## config.mk

```make
export PLATFORM = sky130hd
export DESIGN_NAME = fetch_stage
export DESIGN_NICKNAME = d
export VERILOG_FILES = /design/src/rtl/riscv_defs.sv /design/src/rtl/fetch_pc_gen.sv /design/src/rtl/fetch_stage.sv
export SDC_FILE = /design/constraint.sdc
export NUM_CORES = 1
export LEC_CHECK = 0
export CORE_MARGIN = 2
export CORE_UTILIZATION = 37
export CTS_BUF_LIST = sky130_fd_sc_hd__clkbuf_16
export DETAILED_ROUTE_END_ITERATION = 8
export PLACE_DENSITY = 0.78
export SLEW_MARGIN = 15
export SYNTH_ARGS = -nofsm -noshare
export SYNTH_HDL_FRONTEND = slang
export SYNTH_SLANG_ARGS = --single-unit
```

## constraint.sdc

```tcl
create_clock -name clock -period 2.25 [get_ports clock]
set_input_delay 0.45 -clock clock [delete_from_list [all_inputs] [get_ports clock]]
set_output_delay 0.45 -clock clock [all_outputs]
set_load 0.05 [all_outputs]
```

## src/rtl/riscv_defs.sv

```systemverilog
// rtl/riscv_defs.sv - shared RV32I pipeline constants and fetch-stage types
//
// Purpose : constants and enumerations shared by the fetch stage and its PC generator.
// Contents: PC_RESET, NOP_INSN, fetch FSM state encoding, PC-source and IF/ID-update selects.

package riscv_defs;

  // PC loaded on reset; equals the imemory base address.
  localparam logic [31:0] PC_RESET = 32'h0100_0000;

  // addi x0,x0,0 used as a pipeline bubble.
  localparam logic [31:0] NOP_INSN = 32'h0000_0013;

  typedef enum logic [1:0] {
    FS_BOOT = 2'd0,
    FS_RUN  = 2'd1,
    FS_HALT = 2'd2
  } fetch_state_e;

  // Next-PC source selected by the fetch FSM.
  typedef enum logic [1:0] {
    PC_HOLD   = 2'd0,
    PC_INCR   = 2'd1,
    PC_TARGET = 2'd2
  } pc_sel_e;

  // What the IF/ID register does on the coming edge.
  typedef enum logic [1:0] {
    FD_HOLD   = 2'd0,
    FD_LOAD   = 2'd1,
    FD_BUBBLE = 2'd2
  } fd_op_e;

  // Instructions are word aligned: drop the two low bits of a jump target.
  function automatic logic [31:0] align_word(input logic [31:0] addr);
    return {addr[31:2], 2'b00};
  endfunction

endpackage

```

## src/rtl/fetch_pc_gen.sv

```systemverilog
// rtl/fetch_pc_gen.sv - program counter register and next-PC selection
//
// Purpose : holds the fetch PC; chooses hold, pc+4 (wrapping modulo 2^32) or an
//           aligned redirect target on each clock edge.
// Ports   :
//   clock    in   1   clock, state updates on posedge
//   reset_n  in   1   asynchronous active-low reset, loads PC_RESET
//   sel      in   2   next-PC source (pc_sel_e)
//   target   in   32  redirect target, low two bits ignored
//   pc       out  32  current program counter

import riscv_defs::*;

module fetch_pc_gen (
  input  logic        clock,
  input  logic        reset_n,
  input  pc_sel_e     sel,
  input  logic [31:0] target,
  output logic [31:0] pc
);

  logic [31:0] pc_next;

  always_comb begin
    pc_next = pc;
    case (sel)
      PC_INCR:   pc_next = pc + 32'd4;
      PC_TARGET: pc_next = align_word(target);
      default:   pc_next = pc;
    endcase
  end

  always_ff @(posedge clock or negedge reset_n) begin
    if (!reset_n) begin
      pc <= PC_RESET;
    end else begin
      pc <= pc_next;
    end
  end

endmodule

```

## src/rtl/fetch_stage.sv

```systemverilog
// rtl/fetch_stage.sv - RV32I instruction-fetch stage with IF/ID pipeline register
//
// Purpose : owns the fetch FSM (BOOT/RUN/HALT), drives the combinational imemory read,
//           and captures {pc, instruction} into IF/ID, honouring redirect > stall > normal.
// Config  : FETCH_PERF_CNT_EN defined enables the fetch/bubble performance counters;
//           otherwise both counter ports are tied to zero.
// Ports   :
//   clock            in   1   clock, state updates on posedge
//   reset_n          in   1   asynchronous active-low reset
//   stall            in   1   hold PC and IF/ID
//   redirect         in   1   taken branch/jump, flush IF/ID
//   redirect_target  in   32  new PC when redirect=1
//   halt_req         in   1   stop fetching, sticky until reset
//   imem_address     out  32  current PC
//   imem_read_write  out  1   always 0 (read only)
//   imem_data_in     out  32  always 0
//   imem_data_out    in   32  instruction at imem_address, same cycle
//   fd_pc            out  32  IF/ID PC
//   fd_insn          out  32  IF/ID instruction
//   fd_valid         out  1   IF/ID holds a real instruction
//   halted           out  1   FSM is in HALT
//   perf_fetch_cnt   out  32  valid instructions delivered
//   perf_bubble_cnt  out  32  bubbles inserted

import riscv_defs::*;

module fetch_stage (
  input  logic        clock,
  input  logic        reset_n,
  input  logic        stall,
  input  logic        redirect,
  input  logic [31:0] redirect_target,
  input  logic        halt_req,
  output logic [31:0] imem_address,
  output logic        imem_read_write,
  output logic [31:0] imem_data_in,
  input  logic [31:0] imem_data_out,
  output logic [31:0] fd_pc,
  output logic [31:0] fd_insn,
  output logic        fd_valid,
  output logic        halted,
  output logic [31:0] perf_fetch_cnt,
  output logic [31:0] perf_bubble_cnt
);

  fetch_state_e state;
  fetch_state_e state_next;
  pc_sel_e      pc_sel;
  fd_op_e       fd_op;
  logic [31:0]  pc;

  fetch_pc_gen u_pc_gen (
    .clock   (clock),
    .reset_n (reset_n),
    .sel     (pc_sel),
    .target  (redirect_target),
    .pc      (pc)
  );

  assign imem_address    = pc;
  assign imem_read_write = 1'b0;
  assign imem_data_in    = 32'd0;

  // FSM state register
  always_ff @(posedge clock or negedge reset_n) begin
    if (!reset_n) begin
      state <= FS_BOOT;
    end else begin
      state <= state_next;
    end
  end

  // FSM next state
  always_comb begin
    state_next = state;
    case (state)
      FS_BOOT: state_next = FS_RUN;
      FS_RUN:  if (halt_req) state_next = FS_HALT;
      FS_HALT: state_next = FS_HALT;
      default: state_next = FS_HALT;
    endcase
  end

  // FSM outputs. A halt request kills the fetch in flight (IF/ID gets a bubble and
  // pc stays put), except that a simultaneous redirect still loads its target.
  always_comb begin
    pc_sel = PC_HOLD;
    fd_op  = FD_HOLD;
    halted = 1'b0;
    case (state)
      FS_BOOT: begin
        fd_op = FD_BUBBLE;
      end
      FS_RUN: begin
        if (halt_req) begin
          fd_op = FD_BUBBLE;
          if (redirect) pc_sel = PC_TARGET;
        end else if (redirect) begin
          pc_sel = PC_TARGET;
          fd_op  = FD_BUBBLE;
        end else if (!stall) begin
          pc_sel = PC_INCR;
          fd_op  = FD_LOAD;
        end
      end
      FS_HALT: begin
        fd_op  = FD_BUBBLE;
        halted = 1'b1;
      end
      default: begin
        fd_op = FD_BUBBLE;
      end
    endcase
  end

  // IF/ID register; a bubble leaves fd_pc at its last value.
  always_ff @(posedge clock or negedge reset_n) begin
    if (!reset_n) begin
      fd_pc    <= 32'd0;
      fd_insn  <= NOP_INSN;
      fd_valid <= 1'b0;
    end else begin
      case (fd_op)
        FD_LOAD: begin
          fd_pc    <= pc;
          fd_insn  <= imem_data_out;
          fd_valid <= 1'b1;
        end
        FD_BUBBLE: begin
          fd_insn  <= NOP_INSN;
          fd_valid <= 1'b0;
        end
        default: ;
      endcase
    end
  end

`ifdef FETCH_PERF_CNT_EN
  logic [31:0] fetch_cnt;
  logic [31:0] bubble_cnt;

  always_ff @(posedge clock or negedge reset_n) begin
    if (!reset_n) begin
      fetch_cnt  <= 32'd0;
      bubble_cnt <= 32'd0;
    end else begin
      if (fd_op == FD_LOAD)   fetch_cnt  <= fetch_cnt + 32'd1;
      if (fd_op == FD_BUBBLE) bubble_cnt <= bubble_cnt + 32'd1;
    end
  end

  assign perf_fetch_cnt  = fetch_cnt;
  assign perf_bubble_cnt = bubble_cnt;
`else
  assign perf_fetch_cnt  = 32'd0;
  assign perf_bubble_cnt = 32'd0;
`endif

endmodule
```

==> metrics.yaml <==
logic_synthesis:
  synth.largest_area_cell: "dfrtp_1"
  ys_async_sr_fraction: 1.00
  ys_seq_area_frac: 0.447
  synth_fa_ha_area_frac: 0.00939
  ys_top_cells_by_area: "dfrtp_1 (43%), buf_4 (14%), mux2_2 (6.8%)"
  synth.top_cell.area_share: 0.427
  synth.distinct_cells: 43
  synth_cells: 556
  synthTopCellsByCount: "buf_4 (102), dfrtp_1 (91), o21ai_0 (53), nand2_1 (48), nand2b_1 (34)"
  synthMuxAreaShare: 0.0752
  synth-compound-area-share: 0.122
  synth_edf_count: 0
  ys_warn_count: 0
  synth-xor-area-share: 0
  synth-main-ff-cell: "dfrtp_1"
  synth-seq-cells: 95
  syn_avg_cell_area_um2: 9.58
  synth_area_um2: 5330
  synth-simple-area-share: 0.173
  synth_top_family_by_area: "simple AND/OR/NAND/NOR gates"
  yosysMostFrequentCell: "buf_4"
critical_path:
  path_class: "flop to output pin"
  start_kind: "flop"
  path_cells: "clkdlybuf4s50_1"
  worstPathRequired_ns: 1.80
  cp_data_arrival_time_ns: 1.75
  worstPathMaxFanout: 5
  worst-path-buf-inv: 1
  cp-end-kind: "output pin"
  critical-path-max-stage-delay_ns: 0.81
  cp_slowest_cell: "clkdlybuf4s50_1"
  crit_family: "buffers and inverters"
timing:
  fmax_mhz: 455
  setup_viol: 0
  tns_ns: 0
  fin_crit_sh: 0.976
  finClkSkew_ns: 0.00638
  min_period_ns: 2.20
  hold_viol: 0
  relSlewSlack: 0.628
  worst_slack_ns: 0.0530
  worst_pin_slew_ns: 0.557
  drv_slew: 0
die:
  coreArea_um2: 14000
  pin_count: 264
  die_h_um: 124
  dieArea_um2: 15400
  die_w_um: 124
  row_count: 43
  initial_core_util: 0.381
outcome:
  status: "finished clean"
final_layout:
  drive_above_1_share: 0.146
  area_delta_synth_final_pct: 36.9
  multi_input_area_um2: 2470
  design_area_um2: 7300
  seq_area_um2: 2380
  fillerInstances: 1294
  layout.nets: 803
  antennaDiodeCount: 0
pwr:
  p_total_mw: 4.44
  swShare: 0.359
  comb_power_share: 0.266
  power_switching_mw: 1.59
  p_leak_nw: 3.23
  clockPowerShare: 0.309
  p_int_mw: 2.85
  pwr-share-seq: 0.424
  p_per_area_nw_per_um2: 609
  irDropWorstVdd_mv: 0.354
place:
  dp_hpwl_mm: 10.1
  gp_congestion: 0.876
  post-place-ws_ns: -0.641
  port-buffer-count: 160
  placed_cell_area_um2: 6970
global_routing:
  antenna_found_initial: 0
  grt_max_degree: 41
  first_global_vias: 4063
  grt_pass1_wl_mm: 21.3
  overflow: 0
  grt_usage: 0.182
drt:
  wl_per_cell_um: 14.9
  viasPerCell: 4.74
  drc: 0
  ant_nets: 0
  drt-initial-drc-count: 151
  routed_wl_mm: 13.6
  highest_layer: "met4"
  num_vias: 4337
  wl_met2_mm: 6.38
  wl_met3_mm: 1.41
  dr.pass1.iters: 4
  wl_met1_mm: 5.61
clock_tree:
  clkTransAtPathRegs_ns: 0.07
  insertion_delay_ns: 0.35
  clockRootBuffer: "clkbuf_16"
  numCtsBuffers: 9
  holdBufCountCts: 0
  htree_num_levels: 3
  clock_sinks: 95
  cts_tree: "built"
  cts.path.max_buffers: 2
min_path:
  hold_path.class: "input port to async pin"
run:
  maxCapViolCount: 0
## per-stage QoR
step / std cells / hold WS [ns] / util
4_1_cts: 914 / 0.0769 / 0.518
6_report: 915 / 0.0694 / 0.522
3_5_place_dp: 898 / 0.461 / 0.499
5_1_grt: 915 / 0.104 / 0.522
2_1_floorplan: 656 / 0.154 / -
3_3_place_gp: 898 / 0.458 / 0.499
## layout by cell type (no fill, tap or decap), drive strengths merged, types with 20 or more instances in the layout
cell / instances
conb: 101
nor2: 29
buf: 39
nand2b: 34
nand2: 48
dfrtp: 91
clkdlybuf4s50: 155
mux2: 32
o21ai: 53
nand3: 20
## flip-flops by register name, indices dropped and copies added, names as in the netlist
register,cells
state,2
fd_insn,32
fd_pc,30
fd_valid,1
u_pc_gen.pc,30
## power by group through the flow
stage | Sequential (mW) | Combinational (mW) | Clock (mW)
global route | 1.90 | 1.25 | 1.49
CTS | 1.88 | 1.18 | 1.42
detailed placement | 1.92 | 1.18 | 0
global placement | 1.91 | 1.17 | 0
finish | 1.89 | 1.18 | 1.37
floorplan | 2.15 | 0.663 | 0
## area by class of cell
cell class                      count  area share
Multi-Input combinational cell    420       0.339
Sequential cell                    95       0.327
Timing Repair Buffer              195       0.264
Clock buffer                        9      0.0309
Tap cell                          180      0.0309
Inverter                            9     0.00514
Clock inverter                      7     0.00446
## routing by layer
metal / vias to the layer above / GRT usage
met1: 2065 / 0.226
met5: - / 0
met4: 0 / 0.0709
met3: 12 / 0.0668
li1: 2056 / -
met2: 204 / 0.289
## cells by family (layout without fill, tap and decap cells)
kind of cell | count (synthesis) | after routing
AO/OA/AOI/OAI | 108 | 108
multiplexers | 36 | 36
buffers and inverters | 141 | 220
adder cells (fa/ha/maj) | 4 | 4
other | 1 | 101
AND/OR/NAND/NOR | 171 | 171
flip-flops | 95 | 95
## final timing paths
check                                            start                     endpoint  slack (ns)  depth (start not counted)
hold / removal                                 reset_n         state[0]$_DFFE_PN0P_        0.07                          1
min in group clock             fd_insn[21]$_DFFE_PN0P_      fd_insn[21]$_DFFE_PN0P_        0.48                          2
setup / recovery           u_pc_gen.pc[24]$_DFFE_PN1P_             imem_address[24]        0.05                          1
setup reg to reg                  state[1]$_DFFE_PN0P_  u_pc_gen.pc[28]$_DFFE_PN0P_        0.07                          8
max in group asynchronous                      reset_n  u_pc_gen.pc[24]$_DFFE_PN1P_        1.52                          2
hold reg to reg                fd_insn[21]$_DFFE_PN0P_      fd_insn[21]$_DFFE_PN0P_        0.48                          2
## repair_timing
action / CTS / global route
cloned: 0 / 0
buffers inserted: 0 / 1
pin swaps: 0 / 3
resized for setup: 6 / 10
endpoints found under the setup margin: 21 / 19
No activity file was read; power rests on OpenSTA's default activity.
